==> src/rtl/glonass_pkg.sv <==
// Shared constants, time-mark pattern and FSM encoding for the GLONASS
// navigation-data modulator.
package glonass_pkg;
   localparam int CHIPS_PER_EPOCH = 511;
   localparam int EPOCHS_PER_BIT  = 20;
   localparam int MEANDER_EPOCHS  = 10;
   localparam int BITS_PER_STRING = 85;
   localparam int TMARK_LEN       = 30;
   localparam int TMARK_EPOCHS    = 10;

   // Sent MSB first: symbol k of the time mark is TMARK_PATTERN[TMARK_LEN-1-k].
   localparam logic [TMARK_LEN-1:0] TMARK_PATTERN = 30'b111110001101110101000010010110;

   typedef enum logic [1:0] {
      ST_IDLE  = 2'd0,
      ST_DATA  = 2'd1,
      ST_TMARK = 2'd2
   } nav_state_e;
endpackage

==> src/rtl/glonass_nav_modulator_if.sv <==
// Chip strobe, navigation-bit handshake and modulated output bundle.
interface glonass_nav_if;
   logic chip_en;
   logic prn_chip;
   logic nav_bit;
   logic nav_valid;
   logic nav_ready;
   logic tx_chip;
   logic tx_valid;
   logic string_start;
   logic underrun;

   modport master (
      output chip_en, prn_chip, nav_bit, nav_valid,
      input  nav_ready, tx_chip, tx_valid, string_start, underrun
   );

   modport slave (
      input  chip_en, prn_chip, nav_bit, nav_valid,
      output nav_ready, tx_chip, tx_valid, string_start, underrun
   );
endinterface

==> src/rtl/glonass_nav_modulator_timer.sv <==
// Ranging-code chip counter; epoch_tick marks the first chip of each code epoch.
module glonass_epoch_timer
   import glonass_pkg::*;
#(
   parameter int CHIPS = CHIPS_PER_EPOCH
) (
   input  logic clk,
   input  logic reset,
   input  logic chip_en,
   output logic epoch_tick
);
   localparam logic [8:0] CHIP_LAST = 9'(CHIPS - 1);

   logic [8:0] chip_cnt_q;
   logic [8:0] chip_cnt_d;

   always_comb begin
      chip_cnt_d = chip_cnt_q;
      if (chip_en) begin
         chip_cnt_d = (chip_cnt_q == CHIP_LAST) ? 9'd0 : chip_cnt_q + 9'd1;
      end
   end

   always_ff @(posedge clk) begin
      if (reset) chip_cnt_q <= '0;
      else       chip_cnt_q <= chip_cnt_d;
   end

   assign epoch_tick = chip_en && (chip_cnt_q == 9'd0);
endmodule

==> src/rtl/glonass_nav_modulator.sv <==
// Modulates the ranging code with 2 s navigation strings: 85 meandered data bits
// followed by a 30-symbol time mark. Output registered, one clock after chip_en.
module glonass_nav_modulator
   import glonass_pkg::*;
#(
   parameter int CHIPS = CHIPS_PER_EPOCH
) (
   input  logic         clk,
   input  logic         reset,
   glonass_nav_if.slave nav
);
   localparam logic [4:0] EPB_LAST = 5'(EPOCHS_PER_BIT - 1);
   localparam logic [4:0] MEANDER  = 5'(MEANDER_EPOCHS);
   localparam logic [6:0] BIT_LAST = 7'(BITS_PER_STRING - 1);
   localparam logic [4:0] TM_LAST  = 5'(TMARK_LEN - 1);
   localparam logic [4:0] TME_LAST = 5'(TMARK_EPOCHS - 1);

   nav_state_e state_q, state_d;
   logic [4:0] epoch_q, epoch_d;
   logic [6:0] bit_cnt_q, bit_cnt_d;
   logic [4:0] sym_cnt_q, sym_cnt_d;
   logic       cur_bit_q, cur_bit_d;
   logic       buf_bit_q, buf_bit_d;
   logic       buf_full_q, buf_full_d;
   logic       underrun_q, underrun_d;
   logic       tx_chip_q, tx_chip_d;
   logic       tx_valid_q, tx_valid_d;
   logic       string_start_q, string_start_d;
   logic       epoch_tick, load, start, xfer, symbol;

   glonass_epoch_timer #(.CHIPS(CHIPS)) u_timer (
      .clk        (clk),
      .reset      (reset),
      .chip_en    (nav.chip_en),
      .epoch_tick (epoch_tick)
   );

   always_ff @(posedge clk) begin
      if (reset) begin
         state_q        <= ST_IDLE;
         epoch_q        <= '0;
         bit_cnt_q      <= '0;
         sym_cnt_q      <= '0;
         cur_bit_q      <= 1'b0;
         buf_bit_q      <= 1'b0;
         buf_full_q     <= 1'b0;
         underrun_q     <= 1'b0;
         tx_chip_q      <= 1'b0;
         tx_valid_q     <= 1'b0;
         string_start_q <= 1'b0;
      end else begin
         state_q        <= state_d;
         epoch_q        <= epoch_d;
         bit_cnt_q      <= bit_cnt_d;
         sym_cnt_q      <= sym_cnt_d;
         cur_bit_q      <= cur_bit_d;
         buf_bit_q      <= buf_bit_d;
         buf_full_q     <= buf_full_d;
         underrun_q     <= underrun_d;
         tx_chip_q      <= tx_chip_d;
         tx_valid_q     <= tx_valid_d;
         string_start_q <= string_start_d;
      end
   end

   // Counters hold the position of the epoch currently on air; they only move at epoch starts.
   always_comb begin
      state_d   = state_q;
      epoch_d   = epoch_q;
      bit_cnt_d = bit_cnt_q;
      sym_cnt_d = sym_cnt_q;
      load      = 1'b0;
      start     = 1'b0;
      if (epoch_tick) begin
         unique case (state_q)
            ST_IDLE: begin
               if (buf_full_q) begin
                  state_d   = ST_DATA;
                  epoch_d   = '0;
                  bit_cnt_d = '0;
                  load      = 1'b1;
                  start     = 1'b1;
               end
            end
            ST_DATA: begin
               if (epoch_q == EPB_LAST) begin
                  epoch_d = '0;
                  if (bit_cnt_q == BIT_LAST) begin
                     state_d   = ST_TMARK;
                     bit_cnt_d = '0;
                     sym_cnt_d = '0;
                  end else begin
                     bit_cnt_d = bit_cnt_q + 7'd1;
                     load      = 1'b1;
                  end
               end else begin
                  epoch_d = epoch_q + 5'd1;
               end
            end
            ST_TMARK: begin
               if (epoch_q == TME_LAST) begin
                  epoch_d = '0;
                  if (sym_cnt_q == TM_LAST) begin
                     state_d   = ST_DATA;
                     bit_cnt_d = '0;
                     sym_cnt_d = '0;
                     load      = 1'b1;
                     start     = 1'b1;
                  end else begin
                     sym_cnt_d = sym_cnt_q + 5'd1;
                  end
               end else begin
                  epoch_d = epoch_q + 5'd1;
               end
            end
            default: state_d = ST_IDLE;
         endcase
      end
   end

   // An empty buffer at a bit boundary sends 0 and latches underrun; a same-cycle transfer still refills it.
   always_comb begin
      xfer       = nav.nav_valid && !buf_full_q;
      cur_bit_d  = cur_bit_q;
      underrun_d = underrun_q;
      if (load) begin
         cur_bit_d  = buf_full_q & buf_bit_q;
         underrun_d = underrun_q | !buf_full_q;
      end
      buf_full_d = xfer | (buf_full_q & !load);
      buf_bit_d  = xfer ? nav.nav_bit : buf_bit_q;

      symbol = 1'b0;
      unique case (state_d)
         ST_DATA:  symbol = cur_bit_d ^ (epoch_d >= MEANDER);
         ST_TMARK: symbol = TMARK_PATTERN[TM_LAST - sym_cnt_d];
         default:  symbol = 1'b0;
      endcase

      tx_valid_d     = nav.chip_en;
      tx_chip_d      = nav.chip_en ? (nav.prn_chip ^ symbol) : tx_chip_q;
      string_start_d = start;
   end

   assign nav.nav_ready    = !buf_full_q;
   assign nav.tx_chip      = tx_chip_q;
   assign nav.tx_valid     = tx_valid_q;
   assign nav.string_start = string_start_q;
   assign nav.underrun     = underrun_q;
endmodule
==> src/flat_wrapper.sv <==
// flat-port wrapper written by rule: the top's interface ports become plain ports
module glonass_nav_modulator_flat import glonass_pkg::*;
#(
   parameter int CHIPS = CHIPS_PER_EPOCH
)
  (clk, reset, nav_chip_en, nav_prn_chip, nav_nav_bit, nav_nav_valid, nav_nav_ready, nav_tx_chip, nav_tx_valid, nav_string_start, nav_underrun);
  glonass_nav_if nav_i ();
  input  logic clk;
  input  logic reset;
  input wire logic [$bits(nav_i.chip_en)-1:0] nav_chip_en;
  input wire logic [$bits(nav_i.prn_chip)-1:0] nav_prn_chip;
  input wire logic [$bits(nav_i.nav_bit)-1:0] nav_nav_bit;
  input wire logic [$bits(nav_i.nav_valid)-1:0] nav_nav_valid;
  output wire logic [$bits(nav_i.nav_ready)-1:0] nav_nav_ready;
  output wire logic [$bits(nav_i.tx_chip)-1:0] nav_tx_chip;
  output wire logic [$bits(nav_i.tx_valid)-1:0] nav_tx_valid;
  output wire logic [$bits(nav_i.string_start)-1:0] nav_string_start;
  output wire logic [$bits(nav_i.underrun)-1:0] nav_underrun;
  assign nav_i.chip_en = nav_chip_en;
  assign nav_i.prn_chip = nav_prn_chip;
  assign nav_i.nav_bit = nav_nav_bit;
  assign nav_i.nav_valid = nav_nav_valid;
  assign nav_nav_ready = nav_i.nav_ready;
  assign nav_tx_chip = nav_i.tx_chip;
  assign nav_tx_valid = nav_i.tx_valid;
  assign nav_string_start = nav_i.string_start;
  assign nav_underrun = nav_i.underrun;
  glonass_nav_modulator #(.CHIPS(CHIPS)) u_core (.clk(clk), .reset(reset), .nav(nav_i));
endmodule
==> config.mk <==
export PLATFORM = sky130hd
export DESIGN_NAME = glonass_nav_modulator_flat
export DESIGN_NICKNAME = d
export VERILOG_FILES = /design/src/rtl/glonass_pkg.sv /design/src/rtl/glonass_nav_modulator_if.sv /design/src/rtl/glonass_nav_modulator_timer.sv /design/src/rtl/glonass_nav_modulator.sv /design/src/flat_wrapper.sv
export SDC_FILE = /design/constraint.sdc
export NUM_CORES = 1
export LEC_CHECK = 0
export BUFFER_PORTS_ARGS = -buffer_cell sky130_fd_sc_hd__buf_4
export CAP_MARGIN = 20
export CORE_MARGIN = 2
export CORE_UTILIZATION = 32
export CTS_CLUSTER_DIAMETER = 40
export DETAILED_ROUTE_END_ITERATION = 8
export PLACE_DENSITY = 0.44
export SYNTH_ARGS = -nofsm -noshare
export SYNTH_HDL_FRONTEND = slang
export SYNTH_SLANG_ARGS = --single-unit
==> constraint.sdc <==
create_clock -name clk -period 6.1 [get_ports clk]
set_clock_uncertainty 0.2 [all_clocks]
set_input_delay 1.22 -clock clk [delete_from_list [all_inputs] [get_ports clk]]
set_output_delay 1.22 -clock clk [all_outputs]
set_load 0.02 [all_outputs]
==> flow_results.xml <==
<?xml version="1.0" encoding="UTF-8"?>
<metrics>
  <group name="run_status">
    <metric name="outcome" unit="">complete, no violations</metric>
  </group>
  <group name="clock_tree">
    <metric name="tritoncts" unit="">done</metric>
    <metric name="cts.path.max_buffers" unit="">2</metric>
    <metric name="ctsHtreeMaxLevel" unit="">2</metric>
    <metric name="clock_insertion_delay_at_the_later_pin_of_the_skew_report" unit="ns">0.29</metric>
    <metric name="cts_stage_hold_buffer_count" unit="">0</metric>
    <metric name="postCtsSetupRepairBufs" unit="">0</metric>
    <metric name="clock-sinks" unit="">35</metric>
    <metric name="cts_buffers" unit="">5</metric>
    <metric name="clockRootBuffer" unit="">sky130_fd_sc_hd__clkbuf_8</metric>
    <metric name="clk_pin_slew_worst_paths" unit="ns">0.08</metric>
    <metric name="cts_resized" unit="">0</metric>
  </group>
  <group name="timing">
    <metric name="final.setup.tns" unit="ns">0</metric>
    <metric name="max_freq" unit="MHz">273</metric>
    <metric name="fin_crit_sh" unit="%">60.0</metric>
    <metric name="slew_headroom" unit="%">48.5</metric>
    <metric name="min_period" unit="ns">3.66</metric>
    <metric name="drv_slew" unit="">0</metric>
    <metric name="timing_worst_slew_pin_value" unit="ns">0.762</metric>
    <metric name="final_hold_viol_count" unit="">0</metric>
    <metric name="rsz0062_at_grt" unit="">no</metric>
    <metric name="report.final.setup_viol" unit="">0</metric>
  </group>
  <group name="final_layout">
    <metric name="finish.net_count" unit="">289</metric>
    <metric name="final_layout_size_suffix_gt1_share" unit="%">11.7</metric>
    <metric name="area_delta_synth_final" unit="%">11.4</metric>
    <metric name="layout.cells.non_filler" unit="">343</metric>
    <metric name="finish.instance_area" unit="um^2">2400</metric>
    <metric name="num_antenna_cells" unit="">0</metric>
  </group>
  <group name="global_route">
    <metric name="grt_pass1_vias" unit="">1693</metric>
    <metric name="grt_first_pass_wirelength" unit="mm">8.08</metric>
    <metric name="gr-usage-all-layers" unit="%">13.6</metric>
    <metric name="grt_antenna_before_repair" unit="">0</metric>
    <metric name="grt_max_degree" unit="">20</metric>
    <metric name="overflow" unit="">0</metric>
  </group>
  <group name="logic_synthesis">
    <metric name="post_synth_xor_area_fraction" unit="%">6.84</metric>
    <metric name="ys_types" unit="">55</metric>
    <metric name="post_synth_most_frequent_cells" unit="">40 x sky130_fd_sc_hd__nor2_1, 35 x sky130_fd_sc_hd__dfxtp_1, 21 x sky130_fd_sc_hd__nand2_1</metric>
    <metric name="synth-edff-count" unit="">0</metric>
    <metric name="yosys_warnings" unit="">0</metric>
    <metric name="synth.mux.area_fraction" unit="%">2.09</metric>
    <metric name="synth_top_family_by_area" unit="">simple AND/OR/NAND/NOR gates</metric>
    <metric name="synth_compound_area_share" unit="%">16.9</metric>
    <metric name="postSynthRegisterBits" unit="">35</metric>
    <metric name="synthCells" unit="">252</metric>
    <metric name="synthesized_area_per_cell" unit="um^2">8.57</metric>
    <metric name="synth_most_common_cell" unit="">sky130_fd_sc_hd__nor2_1</metric>
    <metric name="mappedNetlistNets" unit="">276</metric>
    <metric name="post-synth-top-area-cell" unit="">sky130_fd_sc_hd__dfxtp_1</metric>
    <metric name="netlist_top_cells_area" unit="">sky130_fd_sc_hd__dfxtp_1 32%, sky130_fd_sc_hd__ha_1 10%, sky130_fd_sc_hd__nor2_1 7.0%</metric>
    <metric name="synthesis.area" unit="um^2">2160</metric>
    <metric name="synth_async_sr_flop_share" unit="%">0</metric>
    <metric name="synthSimpleGateAreaFrac" unit="%">27.7</metric>
    <metric name="yosys.area_share.adder" unit="%">10.4</metric>
    <metric name="synth_sequential_area_ratio" unit="%">32.4</metric>
    <metric name="yosys.area.top_type_share" unit="%">32.4</metric>
    <metric name="synth_ff_type" unit="">sky130_fd_sc_hd__dfxtp_1</metric>
  </group>
  <group name="routing">
    <metric name="postRouteAntennaNets" unit="">0</metric>
    <metric name="drtIter0Drc" unit="">48</metric>
    <metric name="via_per_inst" unit="">5.01</metric>
    <metric name="drc_errors" unit="">0</metric>
    <metric name="wirelength" unit="mm">4.56</metric>
    <metric name="wire_per_inst" unit="um">13.3</metric>
    <metric name="drt_pass1_iterations" unit="">5</metric>
    <metric name="routed-via-count" unit="">1719</metric>
  </group>
  <group name="die">
    <metric name="chipWidth" unit="um">86.2</metric>
    <metric name="placeableCoreArea" unit="um^2">6420</metric>
    <metric name="die_area" unit="um^2">7420</metric>
    <metric name="die_y" unit="um">86.2</metric>
    <metric name="num_rows" unit="">29</metric>
    <metric name="ios" unit="">11</metric>
    <metric name="initial_utilization" unit="%">33.6</metric>
  </group>
  <group name="placed_design">
    <metric name="place.detailed.hpwl" unit="mm">3.39</metric>
    <metric name="finalWeightedCongestion" unit="">0.774</metric>
    <metric name="numPlacedInstances" unit="">335</metric>
    <metric name="placed_area" unit="um^2">2320</metric>
    <metric name="port-buffer-count" unit="">10</metric>
  </group>
  <group name="pwr">
    <metric name="power.ir.vdd_worst" unit="mV">0.0837</metric>
    <metric name="p_leak" unit="uW">0.000921</metric>
    <metric name="total_power" unit="uW">473</metric>
    <metric name="power_density" unit="nW/um^2">197</metric>
  </group>
  <group name="setup_path">
    <metric name="setup.worst_path.end_class" unit="">flip-flop</metric>
    <metric name="crit_path_max_fanout" unit="">12</metric>
    <metric name="setup.worst_path.start_class" unit="">input pin</metric>
    <metric name="critical_path_arrival" unit="ns">3.68</metric>
    <metric name="path_type_of_the_worst_setup_path" unit="">input pin to flip-flop</metric>
    <metric name="cp_data_required_time" unit="ns">6.12</metric>
    <metric name="crit-reg2reg-launch" unit="">u_core.epoch_q[1]$_SDFF_PP0_</metric>
    <metric name="timing.critical_path.from" unit="">nav_chip_en</metric>
  </group>
  <group name="min_path">
    <metric name="worst_hold_path_type" unit="">flip-flop to flip-flop</metric>
    <metric name="hold_start" unit="">u_core.nav.underrun$_SDFFE_PP0N_</metric>
  </group>
  <group name="run">
    <metric name="drv_cap" unit="">0</metric>
  </group>
</metrics>
[where the power goes]
group / internal (uW) / total, uW / switching, uW
Sequential: 234 / 240 / 5.81
Clock: 79.5 / 172 / 92.5
Combinational: 24.4 / 60.9 / 36.6
Total: 338 / 473 / 135
[critical path: stages]
cell	delay, ns
sky130_fd_sc_hd__buf_4	0.15
sky130_fd_sc_hd__nor3b_1	0.30
sky130_fd_sc_hd__and3_1	0.25
sky130_fd_sc_hd__nand4_1	0.13
sky130_fd_sc_hd__a21o_1	0.26
sky130_fd_sc_hd__ha_1	0.22
sky130_fd_sc_hd__xnor2_2	0.26
sky130_fd_sc_hd__mux2_4	0.33
sky130_fd_sc_hd__a311oi_2	0.23
sky130_fd_sc_hd__o31ai_1	0.11
sky130_fd_sc_hd__a211oi_2	0.20
[cell families (layout without fill, tap and decap cells)]
family | Yosys count | count (layout)
XOR/XNOR | 16 | 16
multiplexers | 4 | 4
AO/OA/AOI/OAI | 45 | 45
buffers and inverters | 21 | 35
flip-flops | 35 | 35
AND/OR/NAND/NOR | 113 | 113
adder cells (fa/ha/maj) | 18 | 18
[per-layer routing]
layer  routed length [um]  up-vias  track usage (%)
met1                 2370      773             18.8
met2                 1960       22             20.7
met3                  154        7             3.27
met5                    0        -                0
met4                   68        0             4.91
li1                     -      917                -
[state kept, by name, summed over array words and instances, names as in the netlist]
register	flops
u_core.u_timer.chip_cnt_q	9
u_core.bit_cnt_q	7
u_core.epoch_q	5
u_core.sym_cnt_q	5
u_core.state_q	2
u_core.buf_bit_q	1
u_core.buf_full_q	1
u_core.cur_bit_q	1
u_core.nav.string_start	1
u_core.nav.tx_chip	1
u_core.nav.tx_valid	1
u_core.nav.underrun	1
[cell usage in the layout, fill, tap and decap left out, types with 6 or more instances in the layout]
| master | n |
|---|---|
| sky130_fd_sc_hd__nor2_1 | 40 |
| sky130_fd_sc_hd__dfxtp_1 | 35 |
| sky130_fd_sc_hd__nand2_1 | 21 |
| sky130_fd_sc_hd__ha_1 | 18 |
| sky130_fd_sc_hd__inv_1 | 17 |
| sky130_fd_sc_hd__a21oi_1 | 13 |
| sky130_fd_sc_hd__buf_4 | 10 |
| sky130_fd_sc_hd__nand4_1 | 8 |
| sky130_fd_sc_hd__xor2_1 | 8 |
| sky130_fd_sc_hd__xnor2_1 | 7 |
| sky130_fd_sc_hd__nand3_1 | 6 |
| sky130_fd_sc_hd__nor3_1 | 6 |
[layout make-up]
class	count	area [um^2]
timing repair buffer	10	75.1
tap	77	96.3
fill	687	4020
clock inverter	3	20.0
sequential	35	701
multi-input combinational	196	1380
inverter	17	63.8
clock buffer	5	68.8
[worst paths after layout]
path,endpoint,slack (ns),depth (start not counted)
worst max register to register,u_core.nav.tx_chip$_SDFFE_PP0P_,2.67,11
worst max-delay path,u_core.nav.tx_chip$_SDFFE_PP0P_,2.44,11
worst min-delay path,u_core.nav.underrun$_SDFFE_PP0N_,0.28,2
worst min register to register,u_core.nav.underrun$_SDFFE_PP0N_,0.28,2
[per-stage QoR]
| stage | hold WS, ns | setup WS [ns] | util [%] |
|---|---|---|---|
| detailed placement | 0.272 | 2.14 | 36.1 |
| global placement | 0.268 | 2.21 | 36.1 |
| floorplan | 0.276 | 2.55 | - |
| global route | 0.343 | 2.19 | 37.4 |
| finish | 0.279 | 2.44 | 37.4 |
| CTS | 0.294 | 2.43 | 37.4 |
No activity file was read; power rests on OpenSTA's default activity.
